$ cat config.mk
export PLATFORM = sky130hd
export DESIGN_NAME = hit_resolver
export DESIGN_NICKNAME = d
export VERILOG_FILES = /design/src/rtl/smash_pkg.sv /design/src/rtl/kb_scale.sv /design/src/rtl/hit_resolver.sv
export SDC_FILE = /design/constraint.sdc
export NUM_CORES = 1
export LEC_CHECK = 0
export ABC_CLOCK_PERIOD_IN_PS = 9350
export CAP_MARGIN = 20
export CORE_ASPECT_RATIO = 1.2
export CORE_MARGIN = 2
export CORE_UTILIZATION = 40
export CTS_BUF_LIST = sky130_fd_sc_hd__clkbuf_4 sky130_fd_sc_hd__clkbuf_8 sky130_fd_sc_hd__clkbuf_16
export CTS_CLUSTER_DIAMETER = 50
export DETAILED_ROUTE_END_ITERATION = 10
export PLACE_DENSITY = 0.58
export SYNTH_ARGS = -nofsm -noshare
export SYNTH_HDL_FRONTEND = slang
export SYNTH_SLANG_ARGS = --single-unit
$ cat constraint.sdc
create_clock -name clock -period 9.35 [get_ports clock]
set_clock_uncertainty 0.15 [all_clocks]
set_input_delay 1.87 -clock clock [delete_from_list [all_inputs] [get_ports clock]]
set_output_delay 1.87 -clock clock [all_outputs]
set_load 0.05 [all_outputs]
$ cat src/rtl/smash_pkg.sv
// Shared attack-word layout, per-attack damage table and resolver state encoding
// for the victim-side hit resolution path.
package smash_pkg;

  localparam int unsigned HIT_BIT       = 0;
  localparam int unsigned TYPE_LSB      = 1;
  localparam int unsigned TYPE_MSB      = 10;
  localparam int unsigned ATTACKING_BIT = 11;

  localparam logic [9:0] DMG_SMASH   = 10'd15;
  localparam logic [9:0] DMG_JAB     = 10'd3;
  localparam logic [9:0] DMG_SPEC_UD = 10'd8;
  localparam logic [9:0] DMG_SPEC_LR = 10'd10;
  localparam logic [9:0] DMG_SPEC_N  = 10'd5;

  // Indexed by type bit position (0 = smashU ... 9 = specN).
  localparam logic [9:0] DAMAGE_AMOUNT [10] = '{
    DMG_SMASH, DMG_SMASH, DMG_SMASH, DMG_SMASH, DMG_JAB,
    DMG_SPEC_UD, DMG_SPEC_UD, DMG_SPEC_LR, DMG_SPEC_LR, DMG_SPEC_N
  };

  typedef enum logic [1:0] {
    IDLE,
    CAPTURE,
    APPLY,
    STUN
  } state_t;

  function automatic logic [9:0] damageAmount(input logic [9:0] typeBits);
    logic       found;
    logic [9:0] amount;
    found  = 1'b0;
    amount = '0;
    for (int unsigned i = 0; i < 10; i++) begin
      if (typeBits[i] && !found) begin
        amount = DAMAGE_AMOUNT[i];
        found  = 1'b1;
      end
    end
    return amount;
  endfunction

endpackage

$ cat src/rtl/kb_scale.sv
// Combinational knockback scaler: s = sat16(k + ((k * d) >>> 6)),
// with k a signed 16-bit component and d the unsigned victim damage.
module kb_scale (
  input  logic signed [15:0] k,
  input  logic        [9:0]  d,
  output logic signed [15:0] s
);

  logic signed [25:0] kExt;
  logic signed [25:0] dExt;
  logic signed [25:0] prod;
  logic signed [26:0] sum;

  assign kExt = 26'(k);
  assign dExt = {16'b0, d};
  assign prod = kExt * dExt;
  assign sum  = 27'(k) + 27'(prod >>> 6);

  always_comb begin
    s = sum[15:0];
    if (sum > 27'sd32767) begin
      s = 16'sh7FFF;
    end else if (sum < -27'sd32768) begin
      s = 16'sh8000;
    end
  end

endmodule

$ cat src/rtl/hit_resolver.sv
// Victim-side hit resolver: accumulates damage, emits a damage-scaled knockback
// impulse and tracks the hitstun window in frame ticks.
module hit_resolver
  import smash_pkg::*;
#(
  parameter int unsigned HITSTUN_BASE = 12,
  parameter int unsigned DAMAGE_MAX   = 999
) (
  input  logic        clock,
  input  logic        reset,
  input  logic [31:0] attack,
  input  logic [31:0] knockback,
  input  logic        tick,
  input  logic        clear_damage,
  output logic [15:0] damage,
  output logic [31:0] kb_vel,
  output logic        kb_valid,
  output logic        hitstun,
  output logic [7:0]  hit_count
);

  state_t      state;
  state_t      nextState;
  logic        armed;
  logic        fromStun;
  logic [9:0]  dmg;
  logic [7:0]  stunCnt;
  logic        hitEligible;
  logic        accept;
  logic [10:0] dmgSum;
  logic [9:0]  dmgNext;
  logic [7:0]  stunLoad;
  logic [15:0] scaledX;
  logic [15:0] scaledY;
  logic        unusedAttackBits;

  assign unusedAttackBits = ^attack[31:12];

  // Eligibility ignores clear_damage so a discarded hit still consumes armed.
  assign hitEligible = attack[HIT_BIT] && armed && (state == IDLE || state == STUN);
  assign accept      = hitEligible && !clear_damage;

  assign dmgSum   = {1'b0, dmg} + {1'b0, damageAmount(attack[TYPE_MSB:TYPE_LSB])};
  assign dmgNext  = (dmgSum > 11'(DAMAGE_MAX)) ? 10'(DAMAGE_MAX) : dmgSum[9:0];
  assign stunLoad = 8'(HITSTUN_BASE) + 8'(dmg >> 3);
  assign damage   = {6'b0, dmg};

  kb_scale uScaleX (
    .k (knockback[31:16]),
    .d (dmg),
    .s (scaledX)
  );

  kb_scale uScaleY (
    .k (knockback[15:0]),
    .d (dmg),
    .s (scaledY)
  );

  always_ff @(posedge clock or negedge reset) begin
    if (!reset) begin
      state <= IDLE;
    end else begin
      state <= nextState;
    end
  end

  always_comb begin
    nextState = state;
    kb_valid  = 1'b0;
    hitstun   = 1'b0;
    unique case (state)
      IDLE: begin
        if (accept) nextState = CAPTURE;
      end
      CAPTURE: begin
        nextState = APPLY;
        hitstun   = fromStun;
      end
      APPLY: begin
        nextState = STUN;
        kb_valid  = 1'b1;
        hitstun   = 1'b1;
      end
      STUN: begin
        hitstun = 1'b1;
        if (accept) begin
          nextState = CAPTURE;
        end else if (tick && stunCnt <= 8'd1) begin
          nextState = IDLE;
        end
      end
    endcase
    if (clear_damage) nextState = IDLE;
  end

  always_ff @(posedge clock or negedge reset) begin
    if (!reset) begin
      armed     <= 1'b1;
      fromStun  <= 1'b0;
      dmg       <= '0;
      stunCnt   <= '0;
      kb_vel    <= '0;
      hit_count <= '0;
    end else begin
      if (!attack[ATTACKING_BIT]) begin
        armed <= 1'b1;
      end else if (hitEligible) begin
        armed <= 1'b0;
      end

      if (clear_damage) begin
        dmg      <= '0;
        fromStun <= 1'b0;
        stunCnt  <= '0;
      end else begin
        if (accept) begin
          dmg       <= dmgNext;
          hit_count <= hit_count + 8'd1;
          fromStun  <= (state == STUN);
        end
        if (state == CAPTURE) begin
          kb_vel <= {scaledX, scaledY};
        end
        if (state == APPLY) begin
          stunCnt <= stunLoad;
        end else if (state == STUN && tick && !accept) begin
          stunCnt <= stunCnt - 8'd1;
        end
      end
    end
  end

endmodule

# Word-level counts from Yosys, hierarchy flattened
# Index checks and enable logic that the tools add are counted.
[word_totals] ff_bits=62 wordCells=102 input_bits=68
[op_classes] n_eq_ne=6 n_mux=40 magnitude_cmp=6 addsub=6 multipliers=2 bitwise=1 n_reduce_logical=34
[ops] operator="$mux W10" count=10
[ops] operator="$mux W16" count=4
[ops] operator="$gt A27 B16 Y1 const B" count=2
[ops] operator="$lt A27 B16 Y1 const B" count=2
[ops] operator="$mul A16 B11 Y26" count=2
[ops] operator="$add A16 B20 Y21" count=2
[ops] operator="$mux W8" count=3
[ops] operator="$logic_and A1 B1 Y1" count=15
[ops] operator="$mux W1" count=14
[ops] operator="$mux W4" count=3
[ops] operator="$add A10 B10 Y11" count=1
[ops] operator="$gt A11 B10 Y1 const B" count=1
[ops] operator="$logic_not A1 Y1" count=11
[ops] operator="$add A4 B7 Y8 const A" count=1
[ops] operator="$add A8 B1 Y8 const B" count=1
[ops] operator="$le A8 B1 Y1 const B" count=1
[ops] operator="$mux W2" count=4
[ops] operator="$pmux W2 S4" count=1
[ops] operator="$sub A8 B1 Y8 const B" count=1
[ops] operator="$reduce_and A2 Y1" count=3
[ops] operator="$eq A2 B2 Y1 const B" count=2
[ops] operator="$ne A4 B3 Y1 const B" count=1
[ops] operator="$ne A3 B3 Y1 const B" count=1
[ops] operator="$reduce_bool A3 Y1" count=1
[ops] operator="8 further kinds" count=8

# Longest topological paths before layout
# Gate-level depths: netlist of the first run.
[logic_depth] depth_word=33 mapped_depth=35

# Modules after synthesis
# From an unflattened synthesis of the first run, not the netlist that was laid out.
[hier_totals] hier_cells=1874 hier_area_um2=16716.0
[modules_own_cells] module="kb_scale (uScaleX)" instances=1 cells_each=797 seq_area_each_um2=0.0 area_each_um2=6785.3
[modules_own_cells] module="kb_scale (uScaleY)" instances=1 cells_each=782 seq_area_each_um2=0.0 area_each_um2=6729.0
[modules_own_cells] module="hit_resolver" instances=1 cells_each=295 seq_area_each_um2=1552.7 area_each_um2=3201.8

# Worst setup path after synthesis of the first run
# Ideal clock, no wire load.
[synth_path] path_type="in2reg" startpoint="in knockback[3]" endpoint="reg kb_vel[10]" cell_stages=30 setup_slack_ps=349 required_ps=9133 setup_ps=67 t_arrival_ps=8784 path_cell_list="clkbuf_1 and2_1 fa_1 inv_1 fa_1 inv_1 fa_1 fa_1 inv_1 fa_1 inv_1 ha_1 or4_1 o311ai_1 o211ai_1 a21oi_1 o21bai_1 a21oi_1 xnor2_1 ha_1 a21oi_1 o21ai_0 nand3_1 a31oi_1 a211oi_1 xnor2_1 nand4_1 o31ai_4 buf_6 a221o_1"
[synth_between] elab_chain_len=5 word_cells_on_any_way=6
[synth_lines] item="from (decl)" line_no="hit_resolver.sv:12" text="input logic [31:0] knockback,"
[synth_lines] item="$mul A16 B11 Y26" line_no="kb_scale.sv:16" text="assign prod = kExt * dExt;"
[synth_lines] item="$add A16 B20 Y21 (*)" line_no="kb_scale.sv:17" text="assign sum = 27'(k) + 27'(prod >>> 6);"
[synth_lines] item="$lt A27 B16 Y1" line_no="kb_scale.sv:23" text="end else if (sum < -27'sd32768) begin"
[synth_lines] item="$mux W16" line_no="kb_scale.sv:23"
[synth_lines] item="$mux W16 (*)" line_no="kb_scale.sv:21" text="if (sum > 27'sd32767) begin"
[synth_lines] item="to (signal assigned)" line_no="hit_resolver.sv:123" text="kb_vel <= {scaledX, scaledY};"
[synth_lines] item="to (decl)" line_no="hit_resolver.sv:16" text="output logic [31:0] kb_vel,"
# Every way passes the cells marked *; elsewhere a longest branch is shown, timed or not.
# A chain may end at the register's enable or synchronous reset.

# Worst setup path in the final report of the first run
[layout_path] startpoint="in knockback[4]" endpoint="reg kb_vel[1]"
# The elaborated chain is that of the path after synthesis.

==> results of run 1 <==
[sequential cells by signal (all words and copies together), names as in the netlist]
name,count
kb_vel,32
dmg,10
hit_count,8
stunCnt,8
state,2
armed,1
fromStun,1
[where the power goes]
group	leakage [nW]	internal [mW]	switching (mW)	total, mW
Sequential	0.744	0.349	0.0926	0.442
Clock	0.153	0.216	0.151	0.366
Combinational	9.09	2.58	2.93	5.51
[cells in the final DEF (no fill, tap or decap), types with 14 or more instances in the layout]
cell type and instances:
nor3_1 22, nor2_1 93, inv_1 361, ha_1 165
xor2_1 30, a211oi_1 15, o21a_1 22, a21oi_1 45
nand2_1 216, fa_1 283, buf_4 185, clkdlybuf4s50_1 82
a21o_1 17, dfrtp_1 61, o22ai_1 15, and2_1 143
xnor2_1 66, o21ai_0 42, dlymetal6s2s_1 14
[worst register-to-register path, delay by kind of cell (launching register included)]
kind | cells | cell delay, ns
flops | 1 | 0.85
simple gates | 4 | 1.08
buf+inv | 6 | 0.60
fa+ha+maj | 7 | 3.13
compound gates | 11 | 1.73
xor+xnor | 2 | 0.39
[worst max-delay path by stage]
stage	end	slack [ns]	cells after the start
5_1_grt	kb_vel[23]	0.01	32
2_1_floorplan	kb_vel[10]	0.35	30
4_1_cts	kb_vel[1]	0.004	35
3_5_place_dp	kb_vel[2]	-0.65	30
3_3_place_gp	kb_vel[3]	-0.63	29
6_report	kb_vel[1]	0.35	33
[cell type report]
type / count / area (um^2)
fillers: 3985 / 21000
multi-input cells: 1359 / 13200
repair buffers: 292 / 2560
flip-flops and latches: 62 / 1550
inverters: 361 / 1360
well taps: 539 / 674
clock buffers: 10 / 239
clock inverters: 6 / 70.1
[kinds of logic after synthesis]
family,after synthesis,share of synthesized area
buffers and inverters,451,0.106
other,1,0.000229
adder cells (fa/ha/maj),450,0.474
AND/OR/NAND/NOR,549,0.162
AO/OA/AOI/OAI,253,0.109
multiplexers,3,0.00191
flip-flops,62,0.0947
XOR/XNOR,98,0.0524
[stage by stage]
step,hold WS [ns],instance area (um^2)
2_1_floorplan,0.312,16400
3_3_place_gp,0.321,19200
3_5_place_dp,0.327,19200
4_1_cts,0.338,19500
5_1_grt,0.347,19700
6_report,0.336,19700
[per-layer routing]
layer,vias up,track usage,wire (um)
met5,-,0,0
met4,0,0.0539,793
met3,38,0.0179,894
met2,161,0.382,21600
met1,6700,0.242,16500
li1,6255,-,-
[what timing repair did]
item                       4_1_cts  5_1_grt
cloned                           0        1
buffers inserted                 1        0
hold endpoints to repair         0        0
gates resized for setup          8       39
pin swaps                        2       20
setup endpoints to repair       15       31
==> impl_results.md, run 1 <==
* Max IR drop VDD at 0.000219 V
* N_diodes at 0
* Startpoint Class: input port
* Hold WC Path Type: register to register
* Power per cell area at 321 nW/um^2
* Most common cell in the netlist: inv_1
* Arrival time of the worst setup path at 9.09 ns
* Slowest CP cell: fa_1
* Initial antenna violation count at 0
* I/O pin total at 126
* Core Region at 40,600 um^2
* Synth top area share at 0.348
* Wirelength, routed at 39,800 um
* DR pass1 iterations at 5
* Gpl congestion at 0.825
* Rows at 81
* Synth Instances at 1,867
* Root Driver: clkbuf_16
* RSZ-0062 raised after global routing: no
* Die area at 42,600 um^2
* CTS buffer count at 9
* Total Negative Setup Slacks at 0 ns
* # DRC at 0
* Worst-Margin Slew at 0.882 ns
* H-Tree Depth at 3
* Outcome: completed
* Reg-to-reg slack, setup at 1.32 ns
* Final Hold Viols at 0
* Crit path max-delay family: adder cells
* Post-synth top cells: inv_1, fa_1, nand2_1
* Share of layout cells above drive strength 1 at 0.127
* Worst path bufs/invs at 9
* Warnings from Yosys at 0
* Pin count of the biggest net entering global routing at 63
* Post-synth EDFFs at 0
* Slowest stage delay, CP at 0.55 ns
* Inst Count DP at 2,611
* Post-DP HPWL at 32,700 um
* Max-Cap Viols at 0
* IO buf count at 99
* Most used cell, CP: fa_1
* DR vias/cell at 5.00
* Clock Path Buffers at 2
* Clk slew on worst S/H paths at 0.06 ns
* Cell Area, Synth at 16,400 um^2
* Post-route worst setup slack at 0.355 ns
* Yosys reg bits at 62
* Post-route core utilization at 0.484
* Crit-path max FO at 15
* Post-synth top area cell: fa_1
* Async S/R FF share, synth at 1.00
* Leak pwr at 9.99 nW
* Hold_buf cts at 0
* Layout Cells excl Fill at 2,629
* Via count at 13.2k
* Max Clk Rate at 0.111 GHz
* Worst setup EP type: register
* Kind of critical path: input port to register
* Clk Latency, worst-skew pair at 0.36 ns
* CTS sink count at 62
* Layout Area Growth over Synthesis at 20.1%
* Fin crit share at 0.962
* Die W at 189 um
* R2R Path End: kb_vel[1]
* Sequential area share after synthesis at 0.0947
* Vias in the first global route at 14.3k
* Final Max Slew Viols at 0
* Worst flop-to-flop path startpoint: dmg[5]
* Final Critical Period at 9.00 ns
* Pwr Total at 6.32 mW
* Slew margin rel. at 0.412
* First-pass GRT wire length at 69,300 um
* Hold Path Stages at 1
* Initial DRC count at 546
* GRT Total Usage at 0.201
* Clock tree from TritonCTS: done
* Finish-stage setup viols at 0
* Nets at 2,603
* Initial Util at 0.403
* Worst EP required at 9.45 ns
* Die H at 226 um
* Setup WS pre-CTS at -0.654 ns
* Main synth FF type: dfrtp_1
* Wire length per cell at 15.1 um
* Depth of the most critical reg-to-reg path at 30
* Min-Delay Endpoint: hit_count[7]
* Start point of the critical path: knockback[4]
* HP Start: hit_count[7]
* Grt total ovfl at 0
* Largest cells by area after synthesis: fa_1, ha_1, dfrtp_1
* Final ANT Viol Nets at 0
* Avg Cell Area, Syn at 8.78 um^2
* Distinct cells, synth at 76
Note: power is estimated with default switching activity, not from simulation.
==> inputs of run 2 (changes only) <==
--- a/config.mk
+++ b/config.mk
@@ -5,7 +5,7 @@
 export SDC_FILE = /design/constraint.sdc
 export NUM_CORES = 1
 export LEC_CHECK = 0
-export ABC_CLOCK_PERIOD_IN_PS = 9350
+export ABC_CLOCK_PERIOD_IN_PS = 10500
 export CAP_MARGIN = 20
 export CORE_ASPECT_RATIO = 1.2
 export CORE_MARGIN = 2
@@ -14,6 +14,7 @@
 export CTS_CLUSTER_DIAMETER = 50
 export DETAILED_ROUTE_END_ITERATION = 10
 export PLACE_DENSITY = 0.58
+export RECOVER_POWER = 100
 export SYNTH_ARGS = -nofsm -noshare
 export SYNTH_HDL_FRONTEND = slang
 export SYNTH_SLANG_ARGS = --single-unit
==> constraint.sdc (replaced) <==
create_clock -name clock -period 10.5 [get_ports clock]
set_clock_uncertainty 0.15 [all_clocks]
set_input_delay 2.1 -clock clock [delete_from_list [all_inputs] [get_ports clock]]
set_output_delay 2.1 -clock clock [all_outputs]
set_load 0.05 [all_outputs]
==> impl_results.md, run 2 (synthesis gave the netlist of run 1 again) <==
* Vias in the first global route at 13.6k
* Arrival time of the worst setup path at 10.01 ns
* Final Hold Viols at 0
* Outcome: complete, but fails checks
* H-Tree Depth at 3
* Post-route worst setup slack at 0.577 ns
* Slowest stage delay, CP at 0.69 ns
* R2R Path End: kb_vel[17]
* Failing checks: capacitance limit, slew limit
* Reg-to-reg slack, setup at 1.92 ns
* Gpl congestion at 0.809
* Multi-input gate area at 13,100 um^2
* Register area at 1550 um^2
* Wirelength, routed at 38,400 um
* DR vias/cell at 5.07
* # DRC at 0
* Total Negative Setup Slacks at 0 ns
* Root Driver: clkbuf_16
* CTS buffer count at 9
* Startpoint Class: input port
* RSZ-0062 raised after global routing: no
* Clock tree from TritonCTS: done
* Kind of critical path: input port to register
* Setup Buffers After CTS at 0
* Top flop regs: kb_vel: 32 flops, dmg: 10 flops
* DR pass1 iterations at 5
* Initial Util at 0.403
* Leak pwr at 9.11 nW
* Share of layout cells above drive strength 1 at 0.0474
* Wire length per cell at 15.5 um
* Number of flip-flops in the largest register at 32
* Slew margin rel. at -1.46
* Crit-path max FO at 15
* Hold WC Path Type: register to register
* Setup WS pre-CTS at 0.181 ns
* N_diodes at 0
* Core Region at 40,600 um^2
* Pin count of the biggest net entering global routing at 63
* Grt total ovfl at 0
* Depth of the most critical reg-to-reg path at 29
* Nets at 2,454
* Clk Latency, worst-skew pair at 0.36 ns
* Final Critical Period at 9.92 ns
* Die H at 226 um
* Final Max Slew Viols at 63
* Initial antenna violation count at 0
* Clock Path Buffers at 2
* HP Start: hit_count[7]
* Post-DP HPWL at 31,300 um
* Worst-Margin Slew at 3.69 ns
* Hold_buf cts at 0
* PostCTS Resize Cnt at 0
* CTS sink count at 62
* Most used cell, CP: fa_1
* IO buf count at 99
* Worst setup EP type: register
* Worst EP required at 10.59 ns
* Min-Delay Endpoint: hit_count[7]
* I/O pin total at 126
* Commonest non-fill, non-tap cell in the layout: inv_1
* Top reg by flops: kb_vel
* Worst flop-to-flop path startpoint: dmg[6]
* Max Clk Rate at 0.101 GHz
* Slowest CP cell: clkdlybuf4s50_1
* Die area at 42,600 um^2
* Finish-stage setup viols at 0
* Initial DRC count at 489
* Final ANT Viol Nets at 0
* Most frequent cells in the layout: inv_1, fa_1, nand2_1
* Rows at 81
* Clk slew on worst S/H paths at 0.06 ns
* Layout Area Growth over Synthesis at 12.0%
* Die W at 189 um
* Max-Cap Viols at 1
* Power per cell area at 270 nW/um^2
* First-pass GRT wire length at 66,700 um
* Fin crit share at 0.945
* GRT Total Usage at 0.195
* Fillers at 3,948
* Hold Path Stages at 1
* Max IR drop VDD at 0.000158 V
* Via count at 12.6k
[run 2: cell types whose count changed in the layout (fill, tap and decap cells not counted), moves of 3 or more]
cell             change
o21ai_1              -3
clkbuf_1             +3
dlygate4sd3_1       +54
clkinv_4             -3
o21ai_0              +3
dlymetal6s2s_1      -14
buf_12               -6
buf_4              -144
a21oi_1              +8
clkdlybuf4s50_1     -38
a21oi_2              -8
[run 2: worst max path at each step]
stage | cells past startpoint | endpoint | from | slack (ns)
floorplan | 30 | kb_vel[10] | knockback[3] | 1.27
global placement | 30 | kb_vel[3] | knockback[5] | 0.20
detailed placement | 30 | kb_vel[2] | knockback[6] | 0.18
CTS | 30 | kb_vel[11] | knockback[6] | 0.51
global route | 30 | kb_vel[24] | knockback[20] | 0.05
finish | 29 | kb_vel[2] | knockback[5] | 0.58
[run 2: report_power, final]
part | total, mW | internal, mW | switching (mW)
Clock | 0.371 | 0.236 | 0.135
Sequential | 0.376 | 0.311 | 0.0646
Combinational | 4.20 | 1.75 | 2.45
Total | 4.95 | 2.30 | 2.65
[run 2: final cells by class]
type,count,area share
Tap cell,539,0.0367
Inverter,361,0.0738
Multi-Input combinational cell,1359,0.715
Clock inverter,7,0.00695
Clock buffer,9,0.0123
Timing Repair Buffer,143,0.0710
Sequential cell,62,0.0845
[run 2: metal layers]
| metal | vias to the layer above | global-route usage | share of wire |
|---|---|---|---|
| met5 | - | 0 | 0 |
| met1 | 6375 | 0.236 | 0.42 |
| met3 | 44 | 0.0222 | 0.032 |
| li1 | 5962 | - | - |
| met2 | 198 | 0.361 | 0.53 |
| met4 | 0 | 0.0572 | 0.022 |
[run 2: stage by stage]
stage / hold WS [ns] / utilization / area, um^2 / total power [mW] / cells
2_1_floorplan: 0.312 / - / 16400 / 3.74 / 1872
3_3_place_gp: 0.322 / 0.443 / 18000 / 4.54 / 2464
3_5_place_dp: 0.321 / 0.443 / 18000 / 4.61 / 2464
4_1_cts: 0.329 / 0.452 / 18400 / 5.03 / 2480
5_1_grt: 0.333 / 0.452 / 18400 / 5.57 / 2480
6_report: 0.321 / 0.452 / 18400 / 4.95 / 2480
[run 2: worst max-delay path: cells and delay by family]
| family | cells | cell delay (ns) |
|---|---|---|
| adders and majority gates | 7 | 3.18 |
| buffers and inverters | 5 | 1.02 |
| xor gates and xnor gates | 2 | 0.53 |
| and+or+nand+nor | 5 | 1.13 |
| AOI/OAI and AO/OA | 10 | 2.05 |
